--- src/rtl/snake_pkg.sv ---
// Shared timing constants, tile-map geometry and arbiter state encoding for
// the snake tile-map controller.
package snake_pkg;

   localparam int H_ACTIVE      = 640;
   localparam int H_TOTAL       = 800;
   localparam int V_ACTIVE      = 480;
   localparam int V_TOTAL       = 525;

   // 32-px tiles, 256-px segments (eight 4-bit tile codes per map word)
   localparam int TILE_SHIFT    = 5;
   localparam int SEG_SHIFT     = 8;
   localparam int WORDS_PER_ROW = 3;
   localparam int TILE_ROWS     = (V_ACTIVE + (1 << TILE_SHIFT) - 1) >> TILE_SHIFT;
   localparam int MAP_WORDS     = TILE_ROWS * WORDS_PER_ROW;
   localparam int SEG_W         = (WORDS_PER_ROW > 1) ? $clog2(WORDS_PER_ROW) : 1;

   typedef enum logic [2:0] {
      ST_IDLE,
      ST_VRD,
      ST_VCAP,
      ST_WR,
      ST_CLR
   } arb_state_t;

endpackage

--- src/rtl/snake_fetch_sched.sv ---
// Beam-position decode: decides when to prefetch the next segment's map
// word, which word that is, and when the prefetched word goes live.
module snake_fetch_sched
   import snake_pkg::*;
#(
   parameter int ADDR_W     = 6,
   parameter int FETCH_LEAD = 16
) (
   input  logic              pix_en,
   input  logic [11:0]       x,
   input  logic [11:0]       y,
   output logic              trig_rd,
   output logic              trig_blank,
   output logic [ADDR_W-1:0] trig_addr,
   output logic              load
);

   logic             hit;
   logic             ld;
   logic             blank;
   logic [SEG_W-1:0] seg;
   logic [11:0]      ty;
   logic [11:0]      row;
   logic [11:0]      idx;

   // Fetch trigger: FETCH_LEAD px before each in-line segment boundary, and
   // near end of line for segment 0 of the following line (wrapping frame).
   always_comb begin
      hit = 1'b0;
      seg = '0;
      ty  = y;
      for (int s = 0; s < WORDS_PER_ROW - 1; s++) begin
         if (x == 12'(((s + 1) << SEG_SHIFT) - FETCH_LEAD)) begin
            hit = 1'b1;
            seg = SEG_W'(s + 1);
         end
      end
      if (x == 12'(H_TOTAL - FETCH_LEAD)) begin
         hit = 1'b1;
         seg = '0;
         ty  = (y == 12'(V_TOTAL - 1)) ? 12'd0 : y + 12'd1;
      end
   end

   // Load point: last pixel of each segment, plus last pixel of the line.
   always_comb begin
      ld = 1'b0;
      for (int s = 0; s < WORDS_PER_ROW - 1; s++) begin
         if (x == 12'(((s + 1) << SEG_SHIFT) - 1)) ld = 1'b1;
      end
      if (x == 12'(H_TOTAL - 1)) ld = 1'b1;
   end

   // Lines in vertical blanking have no map row; the shadow is just zeroed.
   assign blank      = (ty >= 12'(V_ACTIVE));
   assign row        = ty >> TILE_SHIFT;
   assign idx        = 12'(row * 12'(WORDS_PER_ROW)) + 12'(seg);

   assign trig_rd    = pix_en & hit & ~blank;
   assign trig_blank = pix_en & hit & blank;
   assign trig_addr  = ADDR_W'(idx);
   assign load       = pix_en & ld;

endmodule

--- src/rtl/snake_tilemap_ctrl.sv ---
// Tile-map RAM owner: arbitrates the single-port RAM between the video
// prefetch (highest), the full-map clear sweep and game-logic writes, and
// presents the current segment's tile codes on sprite_addr.
module snake_tilemap_ctrl
   import snake_pkg::*;
#(
   parameter int ADDR_W     = 6,
   parameter int FETCH_LEAD = 16
) (
   input  logic              clk,
   input  logic              rst_n,
   input  logic              pix_en,
   input  logic [11:0]       x,
   input  logic [11:0]       y,
   output logic [31:0]       sprite_addr,
   input  logic              wr_req,
   input  logic [ADDR_W-1:0] wr_addr,
   input  logic [31:0]       wr_data,
   output logic              wr_ack,
   input  logic              clr_req,
   output logic              clr_busy,
   output logic              mem_en,
   output logic              mem_we,
   output logic [ADDR_W-1:0] mem_addr,
   output logic [31:0]       mem_wdata,
   input  logic [31:0]       mem_rdata
);

   arb_state_t        state, state_nxt;
   logic              vid_pend;
   logic [ADDR_W-1:0] tgt_q;
   logic [31:0]       shadow;
   logic [ADDR_W-1:0] clr_cnt;

   logic              trig_rd;
   logic              trig_blank;
   logic [ADDR_W-1:0] trig_addr;
   logic              load;
   logic              vid_go;
   logic              clr_last;
   logic              wr_in_map;

   snake_fetch_sched #(
      .ADDR_W     (ADDR_W),
      .FETCH_LEAD (FETCH_LEAD)
   ) u_sched (
      .pix_en     (pix_en),
      .x          (x),
      .y          (y),
      .trig_rd    (trig_rd),
      .trig_blank (trig_blank),
      .trig_addr  (trig_addr),
      .load       (load)
   );

   // A trigger in this very cycle counts as pending so video beats a write
   // request that arrives together with it.
   assign vid_go    = vid_pend | trig_rd;
   assign clr_last  = (clr_cnt == ADDR_W'(MAP_WORDS - 1));
   assign wr_in_map = (wr_addr < ADDR_W'(MAP_WORDS));

   // Arbiter state register.
   always_ff @(posedge clk or negedge rst_n) begin
      if (!rst_n) state <= ST_IDLE;
      else        state <= state_nxt;
   end

   // Arbiter next state and RAM port mux.
   always_comb begin
      state_nxt = state;
      mem_en    = 1'b0;
      mem_we    = 1'b0;
      mem_addr  = '0;
      mem_wdata = '0;
      wr_ack    = 1'b0;
      case (state)
         ST_IDLE: begin
            if (vid_go)        state_nxt = ST_VRD;
            else if (clr_busy) state_nxt = ST_CLR;
            else if (wr_req)   state_nxt = ST_WR;
         end
         ST_VRD: begin
            mem_en    = 1'b1;
            mem_addr  = tgt_q;
            state_nxt = ST_VCAP;
         end
         ST_VCAP: begin
            state_nxt = ST_IDLE;
         end
         ST_WR: begin
            // out-of-map writes are acknowledged but never reach the RAM
            mem_en    = wr_in_map;
            mem_we    = wr_in_map;
            mem_addr  = wr_addr;
            mem_wdata = wr_data;
            wr_ack    = 1'b1;
            state_nxt = ST_IDLE;
         end
         ST_CLR: begin
            mem_en   = 1'b1;
            mem_we   = 1'b1;
            mem_addr = clr_cnt;
            // yield to a pending fetch after each write; sweep resumes later
            if (clr_last || vid_go) state_nxt = ST_IDLE;
         end
         default: state_nxt = ST_IDLE;
      endcase
   end

   // Video fetch bookkeeping: pending flag, target, shadow capture, display load.
   always_ff @(posedge clk or negedge rst_n) begin
      if (!rst_n) begin
         vid_pend    <= 1'b0;
         tgt_q       <= '0;
         shadow      <= '0;
         sprite_addr <= '0;
      end else begin
         if (state == ST_VRD)  vid_pend <= 1'b0;
         if (state == ST_VCAP) shadow   <= mem_rdata;
         // a newer trigger simply overrides any target still pending
         if (trig_rd) begin
            vid_pend <= 1'b1;
            tgt_q    <= trig_addr;
         end
         if (trig_blank) begin
            vid_pend <= 1'b0;
            shadow   <= '0;
         end
         if (load) sprite_addr <= shadow;
      end
   end

   // Clear sweep control: start on request when idle, advance per CLR write.
   always_ff @(posedge clk or negedge rst_n) begin
      if (!rst_n) begin
         clr_busy <= 1'b0;
         clr_cnt  <= '0;
      end else if (clr_req && !clr_busy) begin
         clr_busy <= 1'b1;
         clr_cnt  <= '0;
      end else if (state == ST_CLR) begin
         clr_cnt <= clr_cnt + 1'b1;
         if (clr_last) clr_busy <= 1'b0;
      end
   end

endmodule

--- config.mk ---
export PLATFORM = sky130hd
export DESIGN_NAME = snake_tilemap_ctrl
export DESIGN_NICKNAME = d
export VERILOG_FILES = /design/src/rtl/snake_pkg.sv /design/src/rtl/snake_fetch_sched.sv /design/src/rtl/snake_tilemap_ctrl.sv
export SDC_FILE = /design/constraint.sdc
export NUM_CORES = 1
export LEC_CHECK = 0
export ABC_AREA = 0
export CAP_MARGIN = 20
export CORE_UTILIZATION = 39
export CTS_CLUSTER_DIAMETER = 40
export CTS_CLUSTER_SIZE = 28
export DETAILED_ROUTE_END_ITERATION = 7
export PLACE_DENSITY = 0.76
export SYNTH_ARGS = -nofsm -noshare
export SYNTH_HDL_FRONTEND = slang
export SYNTH_SLANG_ARGS = --single-unit
export TNS_END_PERCENT = 20
--- constraint.sdc ---
create_clock -name clk -period 1.6 [get_ports clk]
set_input_delay 0.32 -clock clk [delete_from_list [all_inputs] [get_ports clk]]
set_output_delay 0.32 -clock clk [all_outputs]
set_load 0.005 [all_outputs]
==> results of run 1 <==
[critical path: stages]
cell and delay, ps:
buf_8 100, nor4_4 350, nand4_4 190, nor2_4 170, xnor2_2 150, inv_2 70, fa_1 500, ha_2 190
inv_2 40, fa_2 340, inv_2 50, a21o_1 110, a21oi_2 50, xnor2_1 130, mux2_4 270
[final timing paths]
kind                                    to  slack [ps]  cells after the start
setup / recovery                  tgt_q[5]       -1190                     15
hold / removal             sprite_addr[20]         470                      2
setup reg to reg                clr_cnt[5]         -70                      8
hold reg to reg            sprite_addr[14]         510                      1
max in group asynchronous  sprite_addr[28]         550                      3
min in group clk           sprite_addr[14]         510                      1
[cells by family after synthesis]
logic type                 after synthesis  share of synthesized area, %
muxes                                   42                          10.9
xor gates and xnor gates                13                          2.68
AOI/OAI and AO/OA                       63                          9.41
and+or+nand+nor                        173                          20.7
buffers and inverters                   35                          3.91
DFF                                     81                          47.6
adders and majority gates               15                          4.76
[final cells by class]
class	count	area [um2]
fill	822	3470
multi-input combinational	306	2290
clock inverter	7	77.6
clock buffer	9	124
inverter	14	52.6
sequential	81	2030
tap	136	170
timing repair buffer	228	2250
[per-stage QoR]
step | utilization, % | setup TNS (ps)
detailed placement | 61.9 | -99280
CTS | 65.4 | -52080
finish | 66.9 | -50900
floorplan | - | -41420
global placement | 61.9 | -96240
global route | 66.9 | -63370
[report_power, final]
part | switching, W | internal, W
Clock | 0.000784 | 0.000735
Combinational | 0.000519 | 0.000718
Sequential | 0.000147 | 0.00220
[metal layers]
metal	GRT usage [%]	vias to the layer above	wire, um
met5	0	-	0
li1	-	1852	-
met2	38.1	137	6230
met3	4.72	8	622
met1	23.8	1895	4590
met4	4.40	0	89
[registers in the layout, summed over array words and instances, names as in the netlist]
name,flops
state,3
vid_pend,1
clr_busy,1
shadow,32
clr_cnt,6
sprite_addr,32
tgt_q,6
[repair_timing]
item                                    in CTS  in global routing
buffers inserted                             7                  3
gates resized for setup                    189                 29
hold buffers                                 1                  0
pin swaps                                   22                 17
cloned                                       1                  1
endpoints found under the setup margin     117                119
hold endpoints to repair                    31                  0
[synthesized netlist by cell type (all sizes together) (4+ instances only)]
cell type | instances | area share [%]
dfrtp | 81 | 48
buf | 8 | 1.5
mux2 | 36 | 9.5
xnor2 | 7 | 1.4
clkbuf | 13 | 1.1
nand3 | 4 | 0.47
a21o | 4 | 0.71
and4 | 4 | 0.85
o21ai | 10 | 1.2
xor2 | 6 | 1.2
nand2 | 86 | 7.6
nor2 | 18 | 1.6
and2 | 34 | 5.0
mux2i | 6 | 1.4
a21oi | 36 | 4.6
ha | 13 | 3.8
inv | 14 | 1.2
nor3 | 5 | 0.85
==> qor.csv, run 1 <==
metric;value;unit
synth_cell_types;51;
final_cell_mix;111 x clkdlybuf4s50_1, 85 x nand2_1, 80 x dfrtp_1;
leakagePower;3.21;nW
antenna_found_initial;0;
first_pass_iters;4;
routedWlPerCell;14.8;um
total_power;0.00510;W
end_kind;flip-flop;
fp.dieArea;0.0113;mm2
dr.first_iter.drc_count;169;
ant_nets;0;
finalCritPeriodShare;174;%
yosysSeqAreaShare;47.6;%
min_path_type;in2async;
grt-ovfl-total;0;
avgSynthCellArea;10.1;um2
place_hpwl;8140;um
placed_cell_area;0.00647;mm2
cts_tree;yes;
ys_async_sr_fraction;100;%
grtUsageTotal;20.5;%
worst-path-max-fanout;3;
num_io_pins;173;
wirelength;11500;um
drv_slew;0;
hold_viol;0;
fin_crit;2790;ps
powerDensity;729;mW/mm2
clk_latency;340;ps
finalNonFillerCells;781;
reg2reg_from;state[2];
gp_congestion;0.844;
finalWorstSetupSlack;-1190;ps
status;complete, but fails checks;
peakVddDrop;522;uV
clock_path_buffers;2;
clkTransAtPathRegs;90;ps
fp-row-count;37;
maxCapViolCount;0;
drc;0;
ys_ff_latch;81;
required;1830;ps
n_antenna_cell;0;
placed_cells_incl_taps;752;
grt_pass1_vias;4016;
htree_levels;3;
crit_type;in2reg;
finalSetupViolations;116;
clock_skew;9.21;ps
final_common_cell;clkdlybuf4s50_1;
fin_nets;754;
cp-startpoint;x[0];
clock-sinks;81;
max-slew-margin-rel;66.3;%
start_util;40.7;%
pre_cts_ws;-1930;ps
synth_fp_nets;536;
synth_area;0.00426;mm2
tightest_slew;502;ps
core_area;0.0105;mm2
syn_to_final_growth;64.4;%
drive_gt1_share;31.0;%
cts_made_buffers;9;
violations;negative setup slack;
yosysWarnings;0;
synthFlopType;dfrtp_1;
start_kind;input pin;
critical_path_arrival;3020;ps
cts_root_buf;clkbuf_8;
die_x;106;um
place.port_buffers;172;
netlist_instances;422;
die_y;106;um
grt_pass1_wl;18500;um
synth-edff-count;0;
stdcell_area;0.00700;mm2
viasPerCell;4.98;
grt_max_degree;35;
max_freq;0.359;GHz
rsz0062_at_grt;true;
vias;3892;
hold_slack;470;ps
No activity file was read; power rests on OpenSTA's default activity.
==> run 2, diff against run 1 <==
REMOVE_ABC_BUFFERS = 1   (was unset)
SLEW_MARGIN = 20   (was unset)
==> run 2 against run 1 <==
Effect of this change:
- the run still ends with negative setup slack left
- fmax shrank 0.26%
- global-route usage grew 1.9 points
- worst hold slack got worse by 70 ps
- worst setup slack lost 7.2 ps
- routed wire length is 14% higher
- sequential power hardly changed
==> qor.csv, run 2 (synthesis results as in run 1) <==
metric;value;unit;change
die_y;106;um;unchanged
wirelength;13100;um;was 11500 um
cts_root_buf;clkbuf_8;;unchanged
clock-sinks;81;;unchanged
fillers;768;;was 822
clk_latency;360;ps;was 340 ps
finish.utilization;70.4;%;was 66.9%
pre_cts_ws;-1980;ps;was -1930 ps
grt_pass1_wl;20000;um;was 18500 um
place_hpwl;8820;um;was 8140 um
die_x;106;um;unchanged
place.port_buffers;172;;unchanged
required;1840;ps;was 1830 ps
dr.first_iter.drc_count;177;;was 169
powerDensity;734;mW/mm2;was 729 mW/mm2
ant_nets;0;;unchanged
grtUsageTotal;22.4;%;was 20.5%
maxCapViolCount;0;;unchanged
tightest_slew;718;ps;was 502 ps
fin_nets;775;;was 754
total_power;0.00540;W;was 0.00510 W
finalWorstSetupSlack;-1190;ps;about the same
final_common_cell;clkdlybuf4s50_1;;unchanged
syn_to_final_growth;73.1;%;was 64.4%
cts_made_buffers;9;;unchanged
grt-ovfl-total;0;;unchanged
vias;4012;;was 3892
drive_gt1_share;36.9;%;was 31.0%
stdcell_area;0.00737;mm2;was 0.00700 mm2
fp.dieArea;0.0113;mm2;unchanged
first_pass_iters;4;;unchanged
start_util;40.7;%;unchanged
final_cell_mix;109 x clkdlybuf4s50_1, 84 x nand2_1, 80 x dfrtp_1;;was 111 x clkdlybuf4s50_1, 85 x nand2_1, 80 x dfrtp_1
biggestRegsByFlops;shadow x32, sprite_addr x32;;unchanged
reg2reg_from;state[2];;unchanged
cts_tree;yes;;unchanged
start_kind;input pin;;unchanged
clock_path_buffers;2;;unchanged
drc;0;;unchanged
finalSetupViolations;116;;unchanged
grt_max_degree;36;;was 35
num_io_pins;173;;unchanged
fp-row-count;37;;unchanged
crit_type;in2reg;;unchanged
peakVddDrop;468;uV;was 522 uV
rsz0062_at_grt;true;;unchanged
fin_crit;2790;ps;about the same
core_area;0.0105;mm2;unchanged
gp_congestion;0.870;;was 0.844
leakagePower;3.40;nW;was 3.21 nW
viasPerCell;5.00;;was 4.98
placed_cell_area;0.00649;mm2;was 0.00647 mm2
hold_viol;0;;unchanged
worst-path-max-fanout;3;;unchanged
antenna_found_initial;0;;unchanged
drv_slew;0;;unchanged
regArea;0.00203;mm2;unchanged
violations;negative setup slack;;unchanged
multi_input_area;0.00245;mm2;was 0.00229 mm2
routedWlPerCell;16.3;um;was 14.8 um
finalCritPeriodShare;175;%;was 174%
grt_pass1_vias;4081;;was 4016
status;complete, but fails checks;;unchanged
clkTransAtPathRegs;90;ps;about the same
hold_slack;400;ps;was 470 ps
critical_path_arrival;3040;ps;was 3020 ps
min_path_type;in2async;;unchanged
end_kind;flip-flop;;unchanged
max-slew-margin-rel;51.8;%;was 66.3%
cp-startpoint;x[11];;was x[0]
n_antenna_cell;0;;unchanged
clock_skew;12.2;ps;was 9.21 ps
htree_levels;3;;unchanged
max_freq;0.358;GHz;was 0.359 GHz
==> run 2: worst paths after layout <==
kind | end | slack [ps] | cells after the start
hold reg to reg | tgt_q[2] | 500 | 2
min in group clk | tgt_q[2] | 500 | 2
max in group asynchronous | sprite_addr[22] | 710 | 3
hold / removal | sprite_addr[8] | 400 | 2
setup reg to reg | state[0] | -100 | 8
setup / recovery | tgt_q[5] | -1190 | 14
==> run 2: metrics by stage <==
step	instances	setup TNS (ps)
final	802	-48760
after global routing	802	-62150
after CTS	798	-66260
after detailed placement	761	-97580
after global placement	761	-92380
after floorplan	401	-87390
==> run 2: area by class of cell <==
cell class                      instances  share of cell area [%]
Multi-Input combinational cell        307                    33.2
Inverter                               14                   0.713
Sequential cell                        81                    27.5
Clock buffer                            9                    1.68
Clock inverter                          7                    1.44
Timing Repair Buffer                  248                    33.1
Tap cell                              136                    2.31
==> run 2: routing by layer <==
| layer | GRT usage [%] | part of all wire [%] | up-vias | routed length, um |
|---|---|---|---|---|
| met5 | 0 | 0 | - | 0 |
| met4 | 6.46 | 1.3 | 0 | 169 |
| met3 | 3.19 | 3.5 | 15 | 459 |
| met2 | 41.3 | 54 | 93 | 7080 |
| met1 | 26.9 | 41 | 2006 | 5400 |
| li1 | - | - | 1898 | - |
==> run 2: worst max-delay path, cell delays in order <==
cell	delay (ps)
dlygate4sd2_1	260
nor3b_4	240
nand4_4	170
nor2_4	180
xor2_2	110
fa_1	550
ha_2	190
inv_2	40
fa_2	350
inv_2	60
a21o_1	110
a21oi_2	50
xnor2_1	130
mux2_4	260
==> run 2: where the power goes <==
| part | switching (W) | internal (W) | leakage (nW) |
|---|---|---|---|
| registers | 0.000157 | 0.00220 | 1.03 |
| clock network | 0.000815 | 0.000909 | 0.117 |
| logic | 0.000593 | 0.000731 | 2.25 |
| total | 0.00156 | 0.00384 | 3.40 |
==> run 2: repair_timing <==
item                                    in CTS  in global routing
setup buffers                               18                 11
hold endpoints to repair                    21                  0
gates resized for setup                    222                 77
endpoints found under the setup margin     117                117
cloned                                       2                  2
pin swaps                                   25                 27
hold buffers                                 1                  0
